==> src/rtl/cacheline_adapter_if.sv <==
`default_nettype none
// ============================================================================
// Module   : cacheline_adapter_if
// Brief    : Cacheline request port plus banked-memory burst port bundle.
// Revision : 1.0 - initial release
// ============================================================================
interface cacheline_adapter_if #(
    parameter int ADDR_W = 32,
    parameter int LINE_W = 256,
    parameter int BEAT_W = 64
);
    logic [ADDR_W-1:0] cla_addr;
    logic              cla_read;
    logic              cla_write;
    logic [LINE_W-1:0] cla_wdata;
    logic [LINE_W-1:0] cla_rdata;
    logic [ADDR_W-1:0] cla_raddr;
    logic              cla_resp;
    logic              discard;

    logic [ADDR_W-1:0] bmem_addr;
    logic              bmem_read;
    logic              bmem_write;
    logic [BEAT_W-1:0] bmem_wdata;
    logic              bmem_ready;
    logic [ADDR_W-1:0] bmem_raddr;
    logic [BEAT_W-1:0] bmem_rdata;
    logic              bmem_rvalid;

    // Adapter side: responds on the cacheline port, drives the memory port.
    modport slave (
        input  cla_addr, cla_read, cla_write, cla_wdata, discard,
        output cla_rdata, cla_raddr, cla_resp,
        output bmem_addr, bmem_read, bmem_write, bmem_wdata,
        input  bmem_ready, bmem_raddr, bmem_rdata, bmem_rvalid
    );

    modport master (
        output cla_addr, cla_read, cla_write, cla_wdata, discard,
        input  cla_rdata, cla_raddr, cla_resp,
        input  bmem_addr, bmem_read, bmem_write, bmem_wdata,
        output bmem_ready, bmem_raddr, bmem_rdata, bmem_rvalid
    );
endinterface
`default_nettype wire

==> src/rtl/cacheline_adapter.sv <==
`default_nettype none
// ============================================================================
// Module   : cacheline_adapter
// Brief    : Splits 256-bit line reads/writes into 64-bit memory bursts.
// Revision : 1.0 - initial release
// ============================================================================
module cacheline_adapter #(
    parameter int ADDR_W = 32,
    parameter int LINE_W = 256,
    parameter int BEAT_W = 64
) (
    input  wire logic           clk,
    input  wire logic           rst,
    cacheline_adapter_if.slave  bus
);
    localparam int c_BEATS = LINE_W / BEAT_W;
    localparam int c_CNT_W = (c_BEATS > 1) ? $clog2(c_BEATS) : 1;
    localparam logic [c_CNT_W-1:0] c_LAST = c_CNT_W'(c_BEATS - 1);
    localparam logic [ADDR_W-1:0]  c_ALIGN_MASK = ~ADDR_W'(LINE_W / 8 - 1);

    localparam logic [2:0] c_ST_IDLE     = 3'd0;
    localparam logic [2:0] c_ST_RD_CMD   = 3'd1;
    localparam logic [2:0] c_ST_RD_BEATS = 3'd2;
    localparam logic [2:0] c_ST_WR_BEATS = 3'd3;
    localparam logic [2:0] c_ST_RESP     = 3'd4;

    logic [2:0]         state_q, state_d;
    logic [c_CNT_W-1:0] cnt_q,   cnt_d;
    logic               drop_q,  drop_d;
    logic [ADDR_W-1:0]  addr_q,  addr_d;
    logic [LINE_W-1:0]  wline_q, wline_d;
    logic [LINE_W-1:0]  rdata_q, rdata_d;
    logic [ADDR_W-1:0]  raddr_q, raddr_d;
    logic [BEAT_W-1:0]  w_wbeat;
    logic               w_drop_now;

    // A discard arriving on the final beat still suppresses the response.
    assign w_drop_now = drop_q | bus.discard;

    always_comb begin
        state_d = state_q;
        cnt_d   = cnt_q;
        drop_d  = drop_q;
        addr_d  = addr_q;
        wline_d = wline_q;
        rdata_d = rdata_q;
        raddr_d = raddr_q;
        case (state_q)
            c_ST_IDLE: begin
                if (bus.cla_read) begin
                    addr_d  = bus.cla_addr & c_ALIGN_MASK;
                    cnt_d   = '0;
                    drop_d  = 1'b0;
                    state_d = c_ST_RD_CMD;
                end else if (bus.cla_write) begin
                    addr_d  = bus.cla_addr & c_ALIGN_MASK;
                    wline_d = bus.cla_wdata;
                    cnt_d   = '0;
                    state_d = c_ST_WR_BEATS;
                end
            end
            c_ST_RD_CMD: begin
                // The command cannot be withdrawn once presented; only remember the flush.
                drop_d = w_drop_now;
                if (bus.bmem_ready) begin
                    cnt_d   = '0;
                    state_d = c_ST_RD_BEATS;
                end
            end
            c_ST_RD_BEATS: begin
                drop_d = w_drop_now;
                if (bus.bmem_rvalid) begin
                    for (int b = 0; b < c_BEATS; b++) begin
                        if (cnt_q == c_CNT_W'(b)) begin
                            rdata_d[b*BEAT_W +: BEAT_W] = bus.bmem_rdata;
                        end
                    end
                    if (cnt_q == '0) begin
                        raddr_d = bus.bmem_raddr;
                    end
                    if (cnt_q == c_LAST) begin
                        cnt_d   = '0;
                        drop_d  = 1'b0;
                        state_d = w_drop_now ? c_ST_IDLE : c_ST_RESP;
                    end else begin
                        cnt_d = cnt_q + c_CNT_W'(1);
                    end
                end
            end
            c_ST_WR_BEATS: begin
                if (bus.bmem_ready) begin
                    if (cnt_q == c_LAST) begin
                        cnt_d   = '0;
                        raddr_d = addr_q;
                        state_d = c_ST_RESP;
                    end else begin
                        cnt_d = cnt_q + c_CNT_W'(1);
                    end
                end
            end
            c_ST_RESP: begin
                state_d = c_ST_IDLE;
            end
            default: begin
                state_d = c_ST_IDLE;
            end
        endcase
    end

    always_comb begin
        w_wbeat = '0;
        for (int b = 0; b < c_BEATS; b++) begin
            if (cnt_q == c_CNT_W'(b)) begin
                w_wbeat = wline_q[b*BEAT_W +: BEAT_W];
            end
        end
    end

    always_ff @(posedge clk) begin
        if (rst) begin
            state_q <= c_ST_IDLE;
            cnt_q   <= '0;
            drop_q  <= 1'b0;
            addr_q  <= '0;
            wline_q <= '0;
            rdata_q <= '0;
            raddr_q <= '0;
        end else begin
            state_q <= state_d;
            cnt_q   <= cnt_d;
            drop_q  <= drop_d;
            addr_q  <= addr_d;
            wline_q <= wline_d;
            rdata_q <= rdata_d;
            raddr_q <= raddr_d;
        end
    end

    assign bus.bmem_read  = (state_q == c_ST_RD_CMD);
    assign bus.bmem_write = (state_q == c_ST_WR_BEATS);
    assign bus.bmem_addr  = addr_q;
    assign bus.bmem_wdata = w_wbeat;
    assign bus.cla_resp   = (state_q == c_ST_RESP);
    assign bus.cla_rdata  = rdata_q;
    assign bus.cla_raddr  = raddr_q;
endmodule
`default_nettype wire

==> src/flat_wrapper.sv <==
// flat-port wrapper written by rule: the top's interface ports become plain ports
module cacheline_adapter_flat 
#(
    parameter int ADDR_W = 32,
    parameter int LINE_W = 256,
    parameter int BEAT_W = 64
)
  (clk, rst, bus_cla_addr, bus_cla_read, bus_cla_write, bus_cla_wdata, bus_discard, bus_cla_rdata, bus_cla_raddr, bus_cla_resp, bus_bmem_addr, bus_bmem_read, bus_bmem_write, bus_bmem_wdata, bus_bmem_ready, bus_bmem_raddr, bus_bmem_rdata, bus_bmem_rvalid);
  cacheline_adapter_if #(.ADDR_W(ADDR_W), .LINE_W(LINE_W), .BEAT_W(BEAT_W)) bus_i ();
  input  wire logic clk;
  input  wire logic rst;
  input wire logic [$bits(bus_i.cla_addr)-1:0] bus_cla_addr;
  input wire logic [$bits(bus_i.cla_read)-1:0] bus_cla_read;
  input wire logic [$bits(bus_i.cla_write)-1:0] bus_cla_write;
  input wire logic [$bits(bus_i.cla_wdata)-1:0] bus_cla_wdata;
  input wire logic [$bits(bus_i.discard)-1:0] bus_discard;
  output wire logic [$bits(bus_i.cla_rdata)-1:0] bus_cla_rdata;
  output wire logic [$bits(bus_i.cla_raddr)-1:0] bus_cla_raddr;
  output wire logic [$bits(bus_i.cla_resp)-1:0] bus_cla_resp;
  output wire logic [$bits(bus_i.bmem_addr)-1:0] bus_bmem_addr;
  output wire logic [$bits(bus_i.bmem_read)-1:0] bus_bmem_read;
  output wire logic [$bits(bus_i.bmem_write)-1:0] bus_bmem_write;
  output wire logic [$bits(bus_i.bmem_wdata)-1:0] bus_bmem_wdata;
  input wire logic [$bits(bus_i.bmem_ready)-1:0] bus_bmem_ready;
  input wire logic [$bits(bus_i.bmem_raddr)-1:0] bus_bmem_raddr;
  input wire logic [$bits(bus_i.bmem_rdata)-1:0] bus_bmem_rdata;
  input wire logic [$bits(bus_i.bmem_rvalid)-1:0] bus_bmem_rvalid;
  assign bus_i.cla_addr = bus_cla_addr;
  assign bus_i.cla_read = bus_cla_read;
  assign bus_i.cla_write = bus_cla_write;
  assign bus_i.cla_wdata = bus_cla_wdata;
  assign bus_i.discard = bus_discard;
  assign bus_cla_rdata = bus_i.cla_rdata;
  assign bus_cla_raddr = bus_i.cla_raddr;
  assign bus_cla_resp = bus_i.cla_resp;
  assign bus_bmem_addr = bus_i.bmem_addr;
  assign bus_bmem_read = bus_i.bmem_read;
  assign bus_bmem_write = bus_i.bmem_write;
  assign bus_bmem_wdata = bus_i.bmem_wdata;
  assign bus_i.bmem_ready = bus_bmem_ready;
  assign bus_i.bmem_raddr = bus_bmem_raddr;
  assign bus_i.bmem_rdata = bus_bmem_rdata;
  assign bus_i.bmem_rvalid = bus_bmem_rvalid;
  cacheline_adapter #(.ADDR_W(ADDR_W), .LINE_W(LINE_W), .BEAT_W(BEAT_W)) u_core (.clk(clk), .rst(rst), .bus(bus_i));
endmodule
==> config.mk <==
export PLATFORM = sky130hd
export DESIGN_NAME = cacheline_adapter_flat
export DESIGN_NICKNAME = d
export VERILOG_FILES = /design/src/rtl/cacheline_adapter_if.sv /design/src/rtl/cacheline_adapter.sv /design/src/flat_wrapper.sv
export SDC_FILE = /design/constraint.sdc
export NUM_CORES = 1
export LEC_CHECK = 0
export ABC_CLOCK_PERIOD_IN_PS = 2590
export CORE_AREA = 3 3 305 307
export CTS_CLUSTER_DIAMETER = 50
export CTS_CLUSTER_SIZE = 20
export DETAILED_ROUTE_END_ITERATION = 7
export DIE_AREA = 0 0 308 310
export GPL_TIMING_DRIVEN = 0
export MAX_ROUTING_LAYER = met4
export SETUP_SLACK_MARGIN = 0.15
export SLEW_MARGIN = 5
export SYNTH_ARGS = -nofsm -noshare
export SYNTH_HDL_FRONTEND = slang
export SYNTH_SLANG_ARGS = --single-unit
==> constraint.sdc <==
create_clock -name clk -period 2.59 [get_ports clk]
set_input_delay 0.518 -clock clk [delete_from_list [all_inputs] [get_ports clk]]
set_output_delay 0.518 -clock clk [all_outputs]
set_load 0.1 [all_outputs]
==> results of run 1 <==
## metrics by stage
stage | setup WS, ns | util | area, µm² | hold slack, ns | TNS (ns)
after floorplan | 0.0284 | - | 24300 | 0.454 | 0
after global placement | -2.15 | 0.371 | 33500 | 0.444 | -396.20
after detailed placement | -2.00 | 0.371 | 33500 | 0.452 | -394.04
after CTS | -0.360 | 0.414 | 37300 | 0.396 | -19.45
after global routing | -0.366 | 0.417 | 37700 | 0.421 | -20.57
final | -0.298 | 0.418 | 37700 | 0.443 | -15.65
## critical path: stages (launching register included)
cell       delay [ns]
dfxtp_4          0.37
inv_4            0.05
ha_4             0.21
buf_12           0.18
buf_12           0.14
clkbuf_16        0.15
o21ai_0          0.25
a22o_4           0.18
buf_12           0.17
## synth_stat cells, drive strengths merged
cell type	number
and2	1
and3	1
a31o	1
nor4b	1
clkbuf	276
nand3	546
o21ai	604
or3	4
and4bb	1
dfxtp	577
o21a	64
a2111oi	1
nand4bb	1
a22o	64
nor2	5
nor2b	2
buf	93
clkinv	3
ha	4
nor3b	1
a21oi	605
o2111a	2
a32oi	1
mux2i	7
a211o	1
o31a	26
a21boi	1
inv	7
a21o	1
a221oi	1
nand2	74
nand2b	4
or3b	1
nand4	1
conb	1
nor3	2
nand3b	1
or2	2
mux2	2
o221a	26
nand4b	1
## final cells by class
class | instances | area (µm²) | share of cell area
Inverter | 10 | 50.0 | 0.00133
Buffer | 369 | 2080 | 0.0552
Timing Repair Buffer | 790 | 8310 | 0.220
Clock inverter | 46 | 465 | 0.0123
Multi-Input combinational cell | 2065 | 11600 | 0.306
Clock buffer | 95 | 2140 | 0.0567
Antenna cell | 31 | 77.6 | 0.00206
Sequential cell | 577 | 11600 | 0.307
Tap cell | 1176 | 1470 | 0.0390
## power by group through the flow
stage	Combinational (µW)	Sequential, µW	Clock, µW
after floorplan	3300	11000	0
after global placement	7400	9800	0
after CTS	7820	9630	11000
after detailed placement	7390	9810	0
final	7960	9650	10900
after global routing	8370	9680	11400
## timing repair
item / 4_1_cts / 5_1_grt
cloned: 3 / 2
hold endpoints to repair: 0 / 0
endpoints found under the setup margin: 744 / 246
gates resized for setup: 1273 / 131
pin swaps: 22 / 28
setup buffers: 14 / 4
## routing by layer
layer | GRT usage | vias up | part of all wire
met3 | 0.0654 | 248 | 0.083
met1 | 0.312 | 13100 | 0.39
met5 | - | - | 0
met2 | 0.444 | 1255 | 0.48
li1 | - | 12800 | -
met4 | 0.115 | 0 | 0.046
## logic make-up after synthesis
kind of cell / count (synthesis) / synth area share
mux: 9 / 0.00384
other cells: 1 / 0.000155
compound gates: 1398 / 0.319
flops: 577 / 0.479
buf+inv: 379 / 0.0637
simple gates: 649 / 0.133
fa+ha+maj: 4 / 0.00207
## state kept, by name (all words and copies together) (netlist names)
register              flops
u_core.bus.cla_rdata    256
u_core.bus.bmem_addr     27
u_core.drop_q             1
u_core.state_q            3
u_core.wline_q          256
u_core.bus.cla_raddr     32
u_core.cnt_q              2
## final timing paths
kind                                   end  cells after the start  slack [ns]
hold reg to reg    u_core.bus.cla_raddr[3]                      2        0.46
setup reg to reg  u_core.bus.cla_raddr[26]                      9        0.31
setup / recovery        bus_bmem_wdata[43]                      8       -0.30
hold / removal         u_core.wline_q[190]                      3        0.44
==> flow_metrics.env, run 1 <==
export IMPL_clock_sinks=577
export IMPL_final_common_cell="dfxtp_1"
export IMPL_routed_wl_mm=130
export IMPL_drv_slew=0
export IMPL_final_cell_mix="dfxtp_1, a21oi_1, o21ai_0"
export IMPL_p_total_uw=28500
export IMPL_yosysTopAreaCell="dfxtp_1"
export IMPL_antenna_found_initial=32
export IMPL_initial_core_util=0.267
export IMPL_rsz0062_at_grt="true"
export IMPL_p_switching_uw=10500
export IMPL_synth_area_leaders="dfxtp_1, a21oi_1, o21ai_0, nand3_1, clkbuf_1"
export IMPL_hold_class="primary input to flop"
export IMPL_num_vias=27300
export IMPL_syn_area_mm2=0.0241
export IMPL_power_density_mw_per_mm2=755
export IMPL_worstPathRequired_ns=2.07
export IMPL_relSlewSlack=0.286
export IMPL_htreeDepth=3
export IMPL_postRouteAntennaNets=0
export IMPL_num_rows=110
export IMPL_yosysUniqueCellTypes=47
export IMPL_track_usage=0.269
export IMPL_worstSetupEndpointType="output port"
export IMPL_clk_pin_slew_ns=0.05
export IMPL_synth_cells=3017
export IMPL_grt_pass1_wl_mm=184
export IMPL_grt_overflow=0
export IMPL_drt_pass1_iterations=5
export IMPL_setup_viol_count_final=64
export IMPL_yosys_register_bits=577
export IMPL_grt_max_degree=17
export IMPL_tightest_slew_ns=1.08
export IMPL_run_status="finished with violations"
export IMPL_max_freq_mhz=346
export IMPL_layout_min_cycle_time_ns=2.89
export IMPL_power_internal_uw=18000
export IMPL_seqPwrFrac=0.339
export IMPL_hp_start="bus_cla_wdata[190]"
export IMPL_place_congestion=0.965
export IMPL_max_cap_viol_count=0
export IMPL_synth_top_cell_area_share=0.479
export IMPL_p_leak_uw=0.0138
export IMPL_remaining_drc_errors=0
export IMPL_ios=778
export IMPL_first_iter_violations=2425
export IMPL_crit_type="flop to output port"
export IMPL_grt_pass1_vias=26800
export IMPL_ctsHoldBuffers=0
export IMPL_fin_ws_ns=-0.298
export IMPL_final_cells=5159
export IMPL_crit_path_start="u_core.cnt_q[1]"
export IMPL_switching_share=0.368
export IMPL_wire_per_inst_um=25.3
export IMPL_violations="negative setup slack"
export IMPL_portBuffers=767
export IMPL_viasPerCell=5.30
export IMPL_synth_warnings=0
export IMPL_reg2reg_from="u_core.cnt_q[0]"
export IMPL_cts_tree="done"
export IMPL_critPathArrivalTime_ns=2.37
export IMPL_critPathLaunchType="flop"
export IMPL_fp_dieH_um=310
export IMPL_fin_nets=4287
export IMPL_p_clk_frac=0.382
export IMPL_coreArea_mm2=0.0903
export IMPL_die_area_mm2=0.0955
export IMPL_fillers=9313
export IMPL_p_comb_frac=0.280
export IMPL_numCtsBuffers=79
export IMPL_root_buffer="clkbuf_16"
export IMPL_cts_buffer_depth=3
export IMPL_die_x_um=308
export IMPL_syn_avg_cell_area_um2=8.00
export IMPL_dpl_hpwl_mm=101
export IMPL_clock_latency_ns=0.64
export IMPL_max_vdd_ir_drop_mv=0.445
export IMPL_dp_cells=4964
export IMPL_layout_drive_gt1_share=0.147
export IMPL_min_period_over_period=1.12
export IMPL_syn_to_final_growth_pct=56.2
export IMPL_seq_area_frac_synth=0.479
export IMPL_path_max_fanout=7
export IMPL_finalHoldViolCount=0
export IMPL_clock_skew_ns=0.0329
No activity file was read; power rests on OpenSTA's default activity.
==> run 2, diff against run 1 <==
--- a/config.mk
+++ b/config.mk
@@ -5,7 +5,7 @@
 export SDC_FILE = /design/constraint.sdc
 export NUM_CORES = 1
 export LEC_CHECK = 0
-export ABC_CLOCK_PERIOD_IN_PS = 2590
+export ABC_CLOCK_PERIOD_IN_PS = 3300
 export CORE_AREA = 3 3 305 307
 export CTS_CLUSTER_DIAMETER = 50
 export CTS_CLUSTER_SIZE = 20
==> constraint.sdc (replaced) <==
create_clock -name clk -period 3.3 [get_ports clk]
set_input_delay 0.66 -clock clk [delete_from_list [all_inputs] [get_ports clk]]
set_output_delay 0.66 -clock clk [all_outputs]
set_load 0.1 [all_outputs]
==> run 2 against run 1 <==
Non-clock buffer count fell by 18. Flip-flop and latch count unchanged. Wire length decreased by 0.52%. The run now ends clean. Register-to-register slack gained 0.55 ns. Critical endpoint is now bus_bmem_wdata[8]. Clock-buffer cell count is 11 lower.
==> flow_metrics.env, run 2 (synthesized netlist as in run 1, its figures left out) <==
export IMPL_first_iter_violations=2834
export IMPL_dp_slack_ns=-1.65
export IMPL_num_vias=27500
export IMPL_critPathBufInv=5
export IMPL_grt_overflow=0
export IMPL_layout_drive_gt1_share=0.105
export IMPL_fin_hold_ws_ns=0.460
export IMPL_place_congestion=0.947
export IMPL_r2r_cells=5
export IMPL_track_usage=0.265
export IMPL_grt_pass1_wl_mm=183
export IMPL_worstSetupEndpointType="output port"
export IMPL_wire_per_inst_um=25.2
export IMPL_hold_depth=2
export IMPL_numCtsBuffers=77
export IMPL_reg2reg_to="u_core.bus.cla_rdata[65]"
export IMPL_grt_max_degree=17
export IMPL_max_vdd_ir_drop_mv=0.319
export IMPL_utilization=0.410
export IMPL_fin_ws_ns=0.202
export IMPL_run_status="complete, no violations"
export IMPL_crit_path_start="u_core.cnt_q[0]"
export IMPL_fin_tns_setup_ns=0
export IMPL_final_common_cell="clkdlybuf4s50_1"
export IMPL_clock_latency_ns=0.65
export IMPL_final_cell_mix="clkdlybuf4s50_1, a21oi_1, o21ai_0"
export IMPL_min_period_over_period=0.939
export IMPL_clock_skew_ns=0.0285
export IMPL_ios=778
export IMPL_crit_type="flop to output port"
export IMPL_slowest_delay_ns=0.37
export IMPL_worstHoldEndpoint="u_core.bus.cla_raddr[1]"
export IMPL_routed_wl_mm=130
export IMPL_power_density_mw_per_mm2=606
export IMPL_num_rows=110
export IMPL_syn_to_final_growth_pct=53.4
export IMPL_worstPathRequired_ns=2.64
export IMPL_clock_sinks=577
export IMPL_reg2reg_slack_ns=0.86
export IMPL_dpl_hpwl_mm=100
export IMPL_rsz0062_at_grt="true"
export IMPL_tightest_slew_ns=1.26
export IMPL_layout_min_cycle_time_ns=3.10
export IMPL_postRouteAntennaNets=0
export IMPL_die_x_um=308
export IMPL_p_leak_uw=0.0122
export IMPL_drv_slew=0
export IMPL_crit_path_cell_trace="ha_1 -> buf_6 -> inv_4 -> buf_12 -> clkbuf_4 -> o21a_1 -> a22o_1 -> buf_6"
export IMPL_critPathArrivalTime_ns=2.44
export IMPL_relSlewSlack=0.159
export IMPL_remaining_drc_errors=0
export IMPL_max_freq_mhz=323
export IMPL_hp_start="u_core.bus.cla_raddr[1]"
export IMPL_fp_dieH_um=310
export IMPL_portBuffers=767
export IMPL_die_area_mm2=0.0955
export IMPL_cp_slowest_cell="dfxtp_4"
export IMPL_max_cap_viol_count=0
export IMPL_initial_core_util=0.267
export IMPL_drt_pass1_iterations=5
export IMPL_htreeDepth=3
export IMPL_cts_buffer_depth=3
export IMPL_critPathLaunchType="flop"
export IMPL_clk_pin_slew_ns=0.05
export IMPL_root_buffer="clkbuf_16"
export IMPL_cp_common_cell="buf_6"
export IMPL_cts_tree="done"
export IMPL_reg2reg_from="u_core.state_q[0]"
export IMPL_coreArea_mm2=0.0903
export IMPL_viasPerCell=5.34
export IMPL_setup_viol_count_final=0
export IMPL_crit_family="buffers and inverters"
export IMPL_hold_class="flop to flop"
export IMPL_finalHoldViolCount=0
export IMPL_path_max_fanout=10
export IMPL_grt_pass1_vias=26500
export IMPL_fin_nets=4267
export IMPL_antenna_found_initial=36
-- run 2: how the worst max path moves through the flow --
stage / to / slack [ns] / cells past startpoint
after CTS: bus_bmem_wdata[58] / 0.11 / 7
final: bus_bmem_wdata[8] / 0.20 / 8
after global routing: bus_bmem_wdata[30] / 0.12 / 8
after global placement: bus_bmem_wdata[58] / -1.67 / 8
after floorplan: bus_bmem_wdata[30] / 0.41 / 8
after detailed placement: bus_bmem_wdata[58] / -1.65 / 8
-- run 2: where the power goes --
| part | internal, µW | switching, µW |
|---|---|---|
| sequential | 7330 | 235 |
| clock | 5020 | 3790 |
| combinational | 1650 | 4410 |
-- run 2: cell type report --
class	instances	area [µm²]
sequential	577	11600
clock inverter	58	694
clock buffer	84	2020
fill	9231	53300
tap	1176	1470
multi-input combinational	2065	11300
inverter	10	46.3
buffer	369	1840
antenna	43	108
timing repair buffer	772	8030
-- run 2: tightest hold or removal path, cell delays in order (launching register included) --
cell and delay (ns):
dfxtp_1 0.30, nand2_1 0.05, mux2i_1 0.05
-- run 2: routing by layer --
| metal | global-route usage | wire length [µm] | up-vias |
|---|---|---|---|
| li1 | - | - | 12800 |
| met1 | 0.311 | 51700 | 13200 |
| met2 | 0.438 | 61800 | 1292 |
| met3 | 0.0677 | 11400 | 236 |
| met4 | 0.101 | 4860 | 0 |
| met5 | - | 0 | - |
-- run 2: stage by stage --
step / std cells / power [µW] / instance area, µm²
3_3_place_gp: 4964 / 13500 / 33300
4_1_cts: 5110 / 22400 / 36600
5_1_grt: 5147 / 23200 / 37000
2_1_floorplan: 3021 / 11200 / 24200
6_report: 5154 / 22400 / 37000
3_5_place_dp: 4964 / 13500 / 33300
-- run 2: what timing repair did --
item,in CTS,in global routing
endpoints found under the setup margin,84,60
cloned,0,0
pin swaps,11,12
resized for setup,620,91
setup buffers,4,1
hold buffers,0,0
==> run 3, diff against run 2 <==
--- a/config.mk
+++ b/config.mk
@@ -13,8 +13,7 @@
 export DIE_AREA = 0 0 308 310
 export GPL_TIMING_DRIVEN = 0
 export MAX_ROUTING_LAYER = met4
-export SETUP_SLACK_MARGIN = 0.15
-export SLEW_MARGIN = 5
+export SLEW_MARGIN = 20
 export SYNTH_ARGS = -nofsm -noshare
 export SYNTH_HDL_FRONTEND = slang
 export SYNTH_SLANG_ARGS = --single-unit
==> run 3 against run 2 <==
Clock-buffer cell count up 7. Clock power up 4.0%. Critical path depth unchanged. Worst hold slack about the same. Largest cell class unchanged. Largest power group unchanged. Flip-flop and latch count unchanged. Utilization down 0.40 points. Sequential power about the same. Wire length down 0.23%.
==> flow_metrics.env, run 3 (synthesized netlist as in run 1, its figures left out) <==
export IMPL_critPathBufInv=4
export IMPL_max_vdd_ir_drop_mv=0.293
export IMPL_drv_slew=0
export IMPL_fillers=9219
export IMPL_syn_to_final_growth_pct=51.9
export IMPL_dpl_hpwl_mm=100
export IMPL_min_period_over_period=0.973
export IMPL_seq_area_mm2=0.0116
export IMPL_die_area_mm2=0.0955
export IMPL_wire_per_inst_um=25.2
export IMPL_max_freq_mhz=311
export IMPL_track_usage=0.265
export IMPL_htreeDepth=3
export IMPL_cts_tree="done"
export IMPL_layout_min_cycle_time_ns=3.21
export IMPL_path_max_fanout=10
export IMPL_clock_latency_ns=0.63
export IMPL_remaining_drc_errors=0
export IMPL_tightest_slew_ns=1.15
export IMPL_worstSetupEndpoint="bus_bmem_wdata[62]"
export IMPL_num_vias=27500
export IMPL_numCtsBuffers=78
export IMPL_grt_pass1_vias=26400
export IMPL_reg2reg_to="u_core.bus.cla_rdata[50]"
export IMPL_fin_ws_ns=0.0885
export IMPL_final_cells=5143
export IMPL_dp_slack_ns=-1.48
export IMPL_p_leak_uw=0.0122
export IMPL_relSlewSlack=0.229
export IMPL_critPathArrivalTime_ns=2.55
export IMPL_setup_viol_count_final=0
export IMPL_dp_cells=4964
export IMPL_fin_hold_ws_ns=0.461
export IMPL_layout_drive_gt1_share=0.0992
export IMPL_r2r_cells=7
export IMPL_slowest_delay_ns=0.35
export IMPL_run_status="complete, no violations"
export IMPL_fp_dieH_um=310
export IMPL_reg2reg_slack_ns=0.85
export IMPL_ios=778
export IMPL_crit_type="flop to output port"
export IMPL_num_rows=110
export IMPL_fin_nets=4263
export IMPL_rsz0062_at_grt="false"
export IMPL_first_iter_violations=2816
export IMPL_grt_overflow=0
export IMPL_cp_num_cells=8
export IMPL_cp_slowest_cell="dfxtp_2"
export IMPL_clk_pin_slew_ns=0.05
export IMPL_reg2reg_from="u_core.cnt_q[0]"
export IMPL_ctsHoldBuffers=0
export IMPL_cts_buffer_depth=3
export IMPL_root_buffer="clkbuf_16"
export IMPL_crit_path_cell_trace="inv_2 -> ha_4 -> clkbuf_16 -> clkbuf_4 -> nand2_1 -> o21ai_1 -> a22o_1 -> buf_8"
export IMPL_max_cap_viol_count=0
export IMPL_portBuffers=767
export IMPL_crit_family="buffers and inverters"
export IMPL_final_common_cell="clkdlybuf4s50_1"
export IMPL_crit_path_start="u_core.cnt_q[0]"
export IMPL_final_cell_mix="clkdlybuf4s50_1, a21oi_1, o21ai_0"
export IMPL_routed_wl_mm=130
export IMPL_antenna_found_initial=35
export IMPL_finalHoldViolCount=0
export IMPL_p_total_uw=22700
export IMPL_clock_skew_ns=0.0248
export IMPL_worstSetupEndpointType="output port"
export IMPL_postRouteAntennaNets=0
export IMPL_place_congestion=0.947
export IMPL_coreArea_mm2=0.0903
export IMPL_die_x_um=308
export IMPL_hold_class="flop to flop"
export IMPL_worstPathRequired_ns=2.64
export IMPL_grt_pass1_wl_mm=183
export IMPL_drt_pass1_iterations=7
export IMPL_initial_core_util=0.267
export IMPL_power_density_mw_per_mm2=619
export IMPL_hold_depth=2
export IMPL_viasPerCell=5.34
export IMPL_grt_max_degree=18
export IMPL_clock_sinks=577
export IMPL_critPathLaunchType="flop"
export IMPL_multi_input_area_mm2=0.0112
-- run 3: changes by cell type in the layout (fill, tap and decap cells not counted), moves of 5 or more --
cell / change
a21oi_1: +14
inv_8: +5
diode_2: -8
clkinvlp_4: -8
buf_12: -19
a21oi_2: -13
clkinv_4: -6
o21ai_0: +7
clkbuf_2: +7
-- run 3: through the flow --
stage	cell area, µm²	TNS (ns)	utilization
global placement	33300	-165.60	0.369
global route	36700	0	0.406
floorplan	24200	0	-
detailed placement	33300	-155.67	0.368
finish	36700	0	0.406
CTS	36500	0	0.404
-- run 3: how the worst min path moves through the flow --
stage / endpoint / startpoint
2_1_floorplan: u_core.wline_q[0] / u_core.wline_q[0]
3_3_place_gp: u_core.bus.cla_raddr[3] / u_core.bus.cla_raddr[3]
3_5_place_dp: u_core.bus.cla_raddr[3] / u_core.bus.cla_raddr[3]
4_1_cts: u_core.bus.cla_raddr[3] / u_core.bus.cla_raddr[3]
5_1_grt: u_core.bus.cla_raddr[1] / u_core.bus.cla_raddr[1]
6_report: u_core.bus.cla_raddr[4] / u_core.bus.cla_raddr[4]
-- run 3: final cells by class --
type	count	area share
Sequential cell	577	0.315
Clock inverter	53	0.0185
Tap cell	1176	0.0401
Multi-Input combinational cell	2065	0.304
Inverter	10	0.00102
Clock buffer	91	0.0585
Antenna cell	35	0.00239
Timing Repair Buffer	767	0.213
Buffer	369	0.0476
-- run 3: what timing repair did --
item / CTS / global route
gates resized for setup: 539 / 43
endpoints found under the hold margin: 0 / 0
endpoints found under the setup margin: 67 / 56
setup buffers: 0 / 0
gates cloned: 0 / 0
pin swaps: 7 / 2
-- run 3: metal layers --
| layer | vias to the layer above | wire (µm) | GRT usage |
|---|---|---|---|
| li1 | 12700 | - | - |
| met1 | 13200 | 51300 | 0.312 |
| met2 | 1338 | 61500 | 0.436 |
| met3 | 221 | 11900 | 0.0713 |
| met4 | 0 | 4850 | 0.0975 |
| met5 | - | 0 | - |
-- run 3: power breakdown --
group | internal [µW] | leakage (µW) | total [µW] | switching (µW)
logic | 1580 | 0.00612 | 5960 | 4390
registers | 7330 | 0.00468 | 7560 | 232
clock network | 5400 | 0.00138 | 9160 | 3760
-- run 3: worst min-delay path: stages, from the launching register on --
cell and delay, ns:
dfxtp_1 0.30, nand2_1 0.05, mux2i_1 0.05
